==> src/rtl/threshold_pkg.sv <==
// Shared types and constants for the 3x3 local-mean stage of adaptive thresholding.
// The divide-by-9 is a reciprocal multiply; it is exact for every 9-tap sum of 8-bit pixels.
package threshold_pkg;

    typedef enum logic [2:0] {
        IDLE,
        READ,
        LAST,
        WRITE,
        DONE
    } state_e;

    localparam int NUM_TAPS   = 9;
    localparam int TAP_BITS   = 4;
    localparam int DIV9_MUL   = 7282;
    localparam int DIV9_SHIFT = 16;
    localparam int ACC_BITS   = 12;
    localparam int PROD_BITS  = 25;

    // floor(acc / 9) for acc <= 2295, the largest possible 9-pixel sum.
    function automatic logic [7:0] div9(input logic [ACC_BITS-1:0] acc);
        logic [PROD_BITS-1:0] prod;
        prod = PROD_BITS'(acc) * PROD_BITS'(DIV9_MUL);
        return prod[DIV9_SHIFT +: 8];
    endfunction

endpackage

==> src/rtl/window_addr_gen.sv <==
// Maps (x, y, tap) to the edge-replicated 3x3 neighbourhood address.
// Taps run row-major: tap k selects (dr, dc) = (k/3 - 1, k%3 - 1).
module window_addr_gen
    import threshold_pkg::*;
#(
    parameter int WIDTH_BITS  = 8,
    parameter int HEIGHT_BITS = 8
) (
    input  logic [WIDTH_BITS-1:0]  x,
    input  logic [HEIGHT_BITS-1:0] y,
    input  logic [TAP_BITS-1:0]    tap,
    output logic [WIDTH_BITS-1:0]  col,
    output logic [HEIGHT_BITS-1:0] row
);

    logic [1:0] row_sel;
    logic [1:0] col_sel;

    // NOTE: every output of a combinational block gets a default first, so no path can infer a latch.
    always_comb begin
        row_sel = 2'd1;
        col_sel = 2'd1;
        case (tap)
            4'd0: begin row_sel = 2'd0; col_sel = 2'd0; end
            4'd1: begin row_sel = 2'd0; col_sel = 2'd1; end
            4'd2: begin row_sel = 2'd0; col_sel = 2'd2; end
            4'd3: begin row_sel = 2'd1; col_sel = 2'd0; end
            4'd4: begin row_sel = 2'd1; col_sel = 2'd1; end
            4'd5: begin row_sel = 2'd1; col_sel = 2'd2; end
            4'd6: begin row_sel = 2'd2; col_sel = 2'd0; end
            4'd7: begin row_sel = 2'd2; col_sel = 2'd1; end
            4'd8: begin row_sel = 2'd2; col_sel = 2'd2; end
            default: begin row_sel = 2'd1; col_sel = 2'd1; end
        endcase
    end

    // Clamp at the image border; the image size is a power of two, so the far edge is all ones.
    always_comb begin
        col = x;
        row = y;
        case (col_sel)
            2'd0:    col = (x == '0) ? x : x - WIDTH_BITS'(1);
            2'd2:    col = (x == '1) ? x : x + WIDTH_BITS'(1);
            default: col = x;
        endcase
        case (row_sel)
            2'd0:    row = (y == '0) ? y : y - HEIGHT_BITS'(1);
            2'd2:    row = (y == '1) ? y : y + HEIGHT_BITS'(1);
            default: row = y;
        endcase
    end

endmodule

==> src/rtl/threshold_mean.sv <==
// Raster-scans the image, sums the 3x3 edge-replicated neighbourhood of every pixel
// and writes floor(sum / 9) into the threshold memory, one pixel per 11 cycles.
module threshold_mean
    import threshold_pkg::*;
#(
    parameter int WIDTH_BITS  = 8,
    parameter int HEIGHT_BITS = 8
) (
    input  logic                   clock,
    input  logic                   reset_n,
    input  logic                   iStart,
    output logic [WIDTH_BITS-1:0]  oImageCol,
    output logic [HEIGHT_BITS-1:0] oImageRow,
    input  logic [7:0]             iImageData,
    output logic [WIDTH_BITS-1:0]  oThresholdCol,
    output logic [HEIGHT_BITS-1:0] oThresholdRow,
    output logic [7:0]             oThresholdData,
    output logic                   oThresholdWren,
    output logic                   finished
);

    localparam int WIDTH  = 2 ** WIDTH_BITS;
    localparam int HEIGHT = 2 ** HEIGHT_BITS;

    state_e                   state_q,    state_d;
    logic [WIDTH_BITS-1:0]    x_q,        x_d;
    logic [HEIGHT_BITS-1:0]   y_q,        y_d;
    logic [TAP_BITS-1:0]      tap_q,      tap_d;
    logic [ACC_BITS-1:0]      acc_q,      acc_d;
    logic [WIDTH_BITS-1:0]    img_col_q,  img_col_d;
    logic [HEIGHT_BITS-1:0]   img_row_q,  img_row_d;
    logic [WIDTH_BITS-1:0]    thr_col_q,  thr_col_d;
    logic [HEIGHT_BITS-1:0]   thr_row_q,  thr_row_d;
    logic [7:0]               thr_data_q, thr_data_d;
    logic                     wren_q,     wren_d;
    logic                     finished_q, finished_d;

    logic [ACC_BITS-1:0]      acc_sum;
    logic                     last_pixel;
    logic [WIDTH_BITS-1:0]    gen_col;
    logic [HEIGHT_BITS-1:0]   gen_row;

    assign acc_sum    = acc_q + ACC_BITS'(iImageData);
    assign last_pixel = (x_q == WIDTH_BITS'(WIDTH - 1)) && (y_q == HEIGHT_BITS'(HEIGHT - 1));

    always_comb begin
        state_d    = state_q;
        x_d        = x_q;
        y_d        = y_q;
        tap_d      = tap_q;
        acc_d      = acc_q;
        thr_col_d  = thr_col_q;
        thr_row_d  = thr_row_q;
        thr_data_d = thr_data_q;
        wren_d     = 1'b0;
        finished_d = finished_q;

        case (state_q)
            IDLE, DONE: begin
                if (iStart) begin
                    finished_d = 1'b0;
                    x_d        = '0;
                    y_d        = '0;
                    tap_d      = '0;
                    acc_d      = '0;
                    state_d    = READ;
                end
            end
            READ: begin
                // Data arriving now belongs to the previous tap; tap 0 sees stale data.
                if (tap_q != '0) acc_d = acc_sum;
                if (tap_q == TAP_BITS'(NUM_TAPS - 1)) begin
                    tap_d   = '0;
                    state_d = LAST;
                end else begin
                    tap_d = tap_q + TAP_BITS'(1);
                end
            end
            LAST: begin
                acc_d      = acc_sum;
                thr_col_d  = x_q;
                thr_row_d  = y_q;
                thr_data_d = div9(acc_sum);
                wren_d     = 1'b1;
                state_d    = WRITE;
            end
            WRITE: begin
                acc_d = '0;
                tap_d = '0;
                if (last_pixel) begin
                    finished_d = 1'b1;
                    state_d    = DONE;
                end else begin
                    x_d = x_q + WIDTH_BITS'(1);
                    if (x_q == '1) y_d = y_q + HEIGHT_BITS'(1);
                    state_d = READ;
                end
            end
            default: state_d = IDLE;
        endcase
    end

    window_addr_gen #(
        .WIDTH_BITS  (WIDTH_BITS),
        .HEIGHT_BITS (HEIGHT_BITS)
    ) u_addr_gen (
        .x   (x_d),
        .y   (y_d),
        .tap (tap_d),
        .col (gen_col),
        .row (gen_row)
    );

    // The read address is registered from the next-cycle position so it lines up with the tap.
    always_comb begin
        img_col_d = '0;
        img_row_d = '0;
        if (state_d == READ) begin
            img_col_d = gen_col;
            img_row_d = gen_row;
        end
    end

    // NOTE: sequential state uses non-blocking assignments so every flop samples pre-edge values.
    always_ff @(posedge clock) begin
        if (!reset_n) begin
            state_q    <= IDLE;
            x_q        <= '0;
            y_q        <= '0;
            tap_q      <= '0;
            acc_q      <= '0;
            img_col_q  <= '0;
            img_row_q  <= '0;
            thr_col_q  <= '0;
            thr_row_q  <= '0;
            thr_data_q <= '0;
            wren_q     <= 1'b0;
            finished_q <= 1'b0;
        end else begin
            state_q    <= state_d;
            x_q        <= x_d;
            y_q        <= y_d;
            tap_q      <= tap_d;
            acc_q      <= acc_d;
            img_col_q  <= img_col_d;
            img_row_q  <= img_row_d;
            thr_col_q  <= thr_col_d;
            thr_row_q  <= thr_row_d;
            thr_data_q <= thr_data_d;
            wren_q     <= wren_d;
            finished_q <= finished_d;
        end
    end

    assign oImageCol      = img_col_q;
    assign oImageRow      = img_row_q;
    assign oThresholdCol  = thr_col_q;
    assign oThresholdRow  = thr_row_q;
    assign oThresholdData = thr_data_q;
    assign oThresholdWren = wren_q;
    assign finished       = finished_q;

endmodule

==> config.mk <==
export PLATFORM = sky130hd
export DESIGN_NAME = threshold_mean
export DESIGN_NICKNAME = d
export VERILOG_FILES = /design/src/rtl/threshold_pkg.sv /design/src/rtl/window_addr_gen.sv /design/src/rtl/threshold_mean.sv
export SDC_FILE = /design/constraint.sdc
export NUM_CORES = 1
export LEC_CHECK = 0
export ABC_AREA = 1
export BUFFER_PORTS_ARGS = -buffer_cell sky130_fd_sc_hd__buf_4
export CAP_MARGIN = 5
export CORE_MARGIN = 4
export CORE_UTILIZATION = 45
export DETAILED_ROUTE_END_ITERATION = 8
export REMOVE_ABC_BUFFERS = 1
export SETUP_SLACK_MARGIN = 0.05
export SYNTH_ARGS = -nofsm -noshare
export SYNTH_HDL_FRONTEND = slang
export SYNTH_SLANG_ARGS = --single-unit
==> constraint.sdc <==
create_clock -name clock -period 14.5 [get_ports clock]
set_input_delay 2.9 -clock clock [delete_from_list [all_inputs] [get_ports clock]]
set_output_delay 2.9 -clock clock [all_outputs]
set_load 0.05 [all_outputs]
==> flow_metrics.tcl, run 1 <==
set metrics [dict create \
    cts.repair.resized 0 \
    antenna_found_initial 0 \
    ys_seq_elements 77 \
    cpLargestDelayFamily "adder cells" \
    multi_input_area_um2 4920 \
    clk_latency_ns 0.36 \
    crit_type "input pin to flop" \
    cellPowerDensity_nw_per_um2 132 \
    numCtsBuffers 9 \
    status "finished, final reports clean" \
    areaGrowthSynthToFinish_pct 12.5 \
    cp_max_fo 6 \
    drtAntennaViolNets 0 \
    cts_buffer_depth 2 \
    syn_avg_cell_area_um2 6.67 \
    dpl.cell_count 1337 \
    path_buf_inv 5 \
    dr.pass1.iters 6 \
    die_w_um 135 \
    place_hpwl_mm 14.1 \
    leakagePower_uw 0.00441 \
    synth_area_leader_cell "dfxtp_1" \
    drive_above_1_share_pct 11.3 \
    postSynthCellCount 1084 \
    p_total_uw 1070 \
    slowest_delay_ns 0.55 \
    synth_area_leaders "dfxtp_1, ha_1, nand2_1, inv_1, fa_1" \
    peakVddDrop_mv 0.0782 \
    crit_required_ns 14.78 \
    cts-htree-levels 3 \
    synth_top_area_share_pct 21.3 \
    end_kind "flop" \
    gr-total-overflow 0 \
    viasPerCell 4.93 \
    grt_usage_pct 20.5 \
    fin_skew_ns 0.0127 \
    setup-violations-final 0 \
    instances_no_fill 1353 \
    fin_crit_sh_pct 56.8 \
    cts_tree "done" \
    ys_seq_area_share_pct 21.3 \
    routed-via-count 6665 \
    clk_pin_slew_ns 0.06 \
    dieArea_um2 18200 \
    register_area_um2 1540 \
    yosys_warnings 0 \
    grt_max_degree 42 \
    place.gp.congestion 0.883 \
    drv_slew 0 \
    max-cap-violations 0 \
    start_util_pct 45.7 \
    cp.arrival_ns 8.52 \
    grt_pass1_vias 6200 \
    setup_tns_ns 0 \
    hold_viol 0 \
    drcViolationCount 0 \
    root_buffer "clkbuf_16" \
    rows 46 \
    finalNetCount 1256 \
    finalCriticalPeriod_ns 8.24 \
    post_cts_buffers 0 \
    grt_pass1_wl_mm 30.3 \
    max_slew_margin_pct 30.0 \
    ios 53 \
    clock_sinks 77 \
    fp.coreArea_um2 15800 \
    nFillCells 1676 \
    drtIter0Drc 404 \
    start_kind "input pin" \
    io_buffers 52 \
    hold_buffers 0 \
    drt_wl_total_mm 17.8 \
    antenna_cells 0 \
    slowest_stage "fa_1" \
    worstMarginPinSlew_ns 1.05 \
    min_path_type "flop to flop" \
    max_freq_mhz 121 \
    fp.dieH_um 135 \
    wl_per_cell_um 13.1 \
    syn_area_um2 7230 \
    rsz0062_at_grt "no" \
    synth_cell_types 40 \
]
final cells by class:
class	instances	area share, %
multi-input cells	805	60.5
flip-flops and latches	77	18.9
well taps	216	3.32
clock inverters	7	0.892
clock buffers	9	2.77
repair buffers	56	5.17
inverters	183	8.44
cell usage in the layout (no fill, tap or decap), types with 15 or more instances in the layout:
master and count:
a21oi_1 62, buf_4 56, nor2_1 109, xor2_1 15, nand4_1 25, inv_2 16, dfxtp_1 77, o21ai_0 39
inv_1 166, ha_1 89, nand3_1 81, nand2_1 267, fa_1 24
stage by stage:
step | utilization [%] | instance area (µm²) | hold WS, ns | setup WS, ns
after CTS | 51.4 | 8140 | 0.474 | 6.27
after global routing | 51.4 | 8140 | 0.494 | 5.72
after floorplan | - | 7140 | 0.449 | 6.39
final | 51.4 | 8140 | 0.474 | 6.26
after global placement | 49.5 | 7840 | 0.459 | 6.01
after detailed placement | 49.5 | 7840 | 0.464 | 5.91
where the power goes:
part | total, µW | switching, µW | internal (µW)
logic | 625 | 383 | 242
registers | 215 | 1.43 | 214
clock network | 235 | 101 | 134
registers in the layout, indices dropped and copies added, names as in the netlist:
name,count
acc_q,12
finished,1
oImageCol,8
oImageRow,8
oThresholdCol,8
oThresholdData,8
oThresholdRow,8
oThresholdWren,1
state_q,3
tap_q,4
x_q,8
y_q,8
logic make-up (layout without fill, tap and decap cells):
kind of cell,count (synthesis),count (layout),share of synthesized area (%)
compound gates,133,133,10.1
xor+xnor,26,26,3.15
flops,77,77,21.3
buf+inv,202,255,10.7
fa+ha+maj,113,113,22.0
simple gates,533,533,32.7
cells in the mapped netlist:
master,count
nand2_4,2
o22ai_1,2
a31o_2,1
nor2_2,5
fa_1,24
nor2_8,1
nand4_1,25
o21bai_1,7
xnor2_1,11
nor3_1,6
o211ai_1,3
o21ai_1,6
clkinv_1,1
nand2_1,267
ha_1,89
nor2_4,6
nand3b_1,3
dfxtp_1,77
a21o_1,2
buf_4,3
buf_2,3
nand3_1,81
xor2_1,15
o21ai_0,39
nor2_1,109
a21oi_1,62
buf_1,1
a22oi_1,3
or2_1,1
nor4_1,2
o21a_1,4
nand2_2,14
a21oi_2,2
inv_1,166
and2_1,2
clkbuf_1,12
nand3_2,6
or2_2,3
inv_2,16
a31oi_1,2
worst reg2reg max path: cells and delay by family, from the launching register on:
family / cells / cell delay, ns
fa+ha+maj: 8 / 3.24
compound gates: 6 / 0.90
simple gates: 6 / 0.65
xor+xnor: 1 / 0.42
flops: 1 / 0.31
buf+inv: 4 / 0.28
routing by layer:
layer | GRT usage (%) | up-vias | routed length [µm] | part of all wire (%)
li1 | - | 3559 | - | -
met1 | 30.6 | 2966 | 9390 | 53
met2 | 30.4 | 122 | 7380 | 41
met3 | 2.61 | 18 | 655 | 3.7
met4 | 7.13 | 0 | 353 | 2.0
met5 | 0 | - | 0 | 0
path summary, 6_finish.rpt:
path | start | endpoint | slack [ns] | cells after the start
worst min-delay path | acc_q[7] | acc_q[7] | 0.47 | 2
worst max register to register | acc_q[0] | oThresholdData[7] | 8.62 | 25
worst max-delay path | iImageData[0] | oThresholdData[7] | 6.26 | 26
worst min register to register | acc_q[7] | acc_q[7] | 0.47 | 2
Note: power is estimated with default switching activity, not from simulation.
==> run 2, diff against run 1 <==
--- a/config.mk
+++ b/config.mk
@@ -5,7 +5,7 @@
 export SDC_FILE = /design/constraint.sdc
 export NUM_CORES = 1
 export LEC_CHECK = 0
-export ABC_AREA = 1
+export ABC_AREA = 0
 export BUFFER_PORTS_ARGS = -buffer_cell sky130_fd_sc_hd__buf_4
 export CAP_MARGIN = 5
 export CORE_MARGIN = 4
==> constraint.sdc (replaced) <==
create_clock -name clock -period 7.8 [get_ports clock]
set_input_delay 1.56 -clock clock [delete_from_list [all_inputs] [get_ports clock]]
set_output_delay 1.56 -clock clock [all_outputs]
set_load 0.05 [all_outputs]
==> run 2 against run 1 <==
Utilization grew 2.3 points. Power grew 55%. Sequential share of layout area grew 0.72 points. Area after synthesis shrank 7.0%. Register-to-register slack lost 7.2 ns. Highest routed layer unchanged. Combinational power grew 30%. Clock-buffer cell count is the same. Cell area shrank 3.7%. Final cell count shrank 22%. Critical path depth grew 2. Critical path type unchanged. First-iteration DRC count is the same.
==> flow_metrics.tcl, run 2 <==
set metrics [dict create \
    root_buffer "clkbuf_16" \
    cp_max_fo 4 \
    cts_tree "done" \
    yosysMostFrequentCell "ha_1" \
    peakVddDrop_mv 0.135 \
    largest_reg_flops 12 \
    rr_worst_depth 27 \
    io_buffers 52 \
    end_kind "flop" \
    multi_input_area_um2 4790 \
    layout_commonest_cell "ha_1" \
    cts-htree-levels 3 \
    synth_edf_count 0 \
    synth_area_leaders "dfxtp_1, ha_1, fa_1, nand2_1, inv_1" \
    max_slew_margin_pct 31.2 \
    clk_latency_ns 0.35 \
    status "finished, final reports clean" \
    ios 53 \
    place_hpwl_mm 13.4 \
    synth_top_area_share_pct 22.9 \
    worstMarginPinSlew_ns 1.03 \
    drive_above_1_share_pct 16.1 \
    postSynthCellCount 802 \
    syn_avg_cell_area_um2 8.39 \
    drt_wl_total_mm 17.3 \
    rsz0062_at_grt "no" \
    grt_pass1_wl_mm 28.6 \
    regMostFlops "acc_q" \
    cts_buffer_depth 2 \
    finalNetCount 996 \
    cellPowerDensity_nw_per_um2 213 \
    grt_pass1_vias 5941 \
    synth_cell_types 86 \
    min_path_type "flop to flop" \
    antenna_found_initial 0 \
    drtAntennaViolNets 0 \
    areaGrowthSynthToFinish_pct 16.6 \
    wl_per_cell_um 16.3 \
    drtIter0Drc 404 \
    leakagePower_uw 0.00360 \
    setup_tns_ns 0 \
    clock_sinks 77 \
    setup_ws_ns 0.406 \
    start_kind "input pin" \
    synth_area_leader_cell "dfxtp_1" \
    pwr-share-clk_pct 27.1 \
    cp.arrival_ns 7.69 \
    setup-violations-final 0 \
    dp_slack_ns -0.314 \
    async_reset_ff_share_pct 0 \
    dominantRegCellSynth "dfxtp_1" \
    viasPerCell 5.80 \
    dieArea_um2 17000 \
    max-cap-violations 0 \
    fin_skew_ns 0.00839 \
    fin_crit_sh_pct 94.8 \
    power_frac_comb_pct 48.9 \
    routed-via-count 6151 \
    grt_max_degree 51 \
    dr.pass1.iters 5 \
    final_cell_mix "ha_1, buf_4, nand2_1" \
    fp.coreArea_um2 14600 \
    p_total_uw 1670 \
    gr-total-overflow 0 \
    nFillCells 1371 \
    crit_type "input pin to flop" \
    fp.dieH_um 130 \
    drcViolationCount 0 \
    yosys_warnings 0 \
    crit_required_ns 8.10 \
    holdPathStages 2 \
    syn_area_um2 6730 \
    rows 44 \
    grt_usage_pct 20.9 \
    hold_viol 0 \
    fin_area_um2 7840 \
    place.gp.congestion 0.895 \
    antenna_cells 0 \
    finalCriticalPeriod_ns 7.39 \
    numCtsBuffers 9 \
    p_int_uw 1030 \
    die_w_um 130 \
    seq_power_share_pct 24.0 \
    netlist_top_cells_count "ha_1, nand2_1, dfxtp_1, inv_1, nor2_1" \
    p_sw_uw 637 \
    clk_pin_slew_ns 0.07 \
    hold_buffers 0 \
    place_area_um2 7480 \
    r2r_slack_ns 1.42 \
    switching_share_pct 38.2 \
    max_freq_mhz 135 \
    register_area_um2 1540 \
    start_util_pct 46.1 \
    ys_seq_elements 77 \
    ys_seq_area_share_pct 22.9 \
    drv_slew 0 \
]
run 2: changes by cell type after synthesis, sizes merged, moves of 12 or more:
| cell | previous run | this run |
|---|---|---|
| a21o | 2 | 15 |
| nand3 | 87 | 29 |
| inv | 182 | 77 |
| a21oi | 64 | 52 |
| nand4 | 25 | 9 |
| and3 | 0 | 12 |
| a211oi | 0 | 12 |
| nor2 | 121 | 54 |
| nor3 | 6 | 23 |
| nand2 | 283 | 80 |
| o21ai | 45 | 31 |
run 2: stage by stage:
step / hold slack (ns) / std cells / utilization (%)
after floorplan: 0.461 / 773 / -
after global placement: 0.439 / 1044 / 51.3
after detailed placement: 0.447 / 1044 / 51.3
after CTS: 0.456 / 1060 / 53.5
after global routing: 0.474 / 1061 / 53.7
final: 0.452 / 1061 / 53.7
run 2: worst paths after layout:
| path | startpoint | to |
|---|---|---|
| setup / recovery | iImageData[0] | oThresholdData[4] |
| hold / removal | oThresholdData[3] | oThresholdData[3] |
| setup reg to reg | acc_q[0] | oThresholdData[4] |
| hold reg to reg | oThresholdData[3] | oThresholdData[3] |
run 2: cell type report:
cell class | count | share of cell area [%]
inverter | 78 | 3.74
clock inverter | 7 | 1.20
multi-input combinational | 618 | 61.2
clock buffer | 9 | 2.87
sequential | 77 | 19.7
timing repair buffer | 88 | 8.43
tap | 184 | 2.94
run 2: power groups by stage:
stage	sequential, µW	clock (µW)	combinational [µW]
floorplan	408	0	581
global placement	408	0	791
detailed placement	408	0	803
CTS	399	461	822
global route	400	484	974
finish	400	451	815
run 2: cells by family after synthesis:
group                      Yosys count  synth area share (%)
adders and majority gates          113                  23.7
AOI/OAI and AO/OA                  205                  21.8
xor gates and xnor gates            30                  4.11
muxes                                8                  1.23
DFF                                 77                  22.9
and+or+nand+nor                    262                  20.0
buffers and inverters              107                  6.20
run 2: metal layers:
metal	share of wire [%]	global-route usage [%]	vias up
li1	-	-	3022
met3	4.4	2.70	33
met5	0	0	-
met2	49	35.0	172
met1	45	27.1	2924
met4	2.4	8.86	0
run 2: worst max-delay path, stage by stage:
cell and delay [ns]:
buf_4 0.11, ha_1 0.22, fa_2 0.35, a211oi_2 0.18, nor2_1 0.09, o311ai_1 0.28, buf_4 0.17, a21boi_1 0.20
inv_1 0.12, fa_1 0.54, inv_1 0.04, ha_1 0.33, ha_1 0.33, fa_1 0.53, inv_1 0.06, fa_1 0.52
inv_1 0.04, ha_1 0.31, a2111oi_2 0.32, buf_4 0.17, nand2_1 0.04, o21ai_1 0.14, buf_4 0.14, a211oi_1 0.10
buf_4 0.17, or2_2 0.28, o31ai_1 0.20, and2_1 0.14
run 2: what timing repair did:
| action | in CTS | in global routing |
|---|---|---|
| setup buffers | 0 | 1 |
| endpoints found under the setup margin | 2 | 5 |
| pin swaps | 0 | 3 |
| gates resized for setup | 2 | 7 |
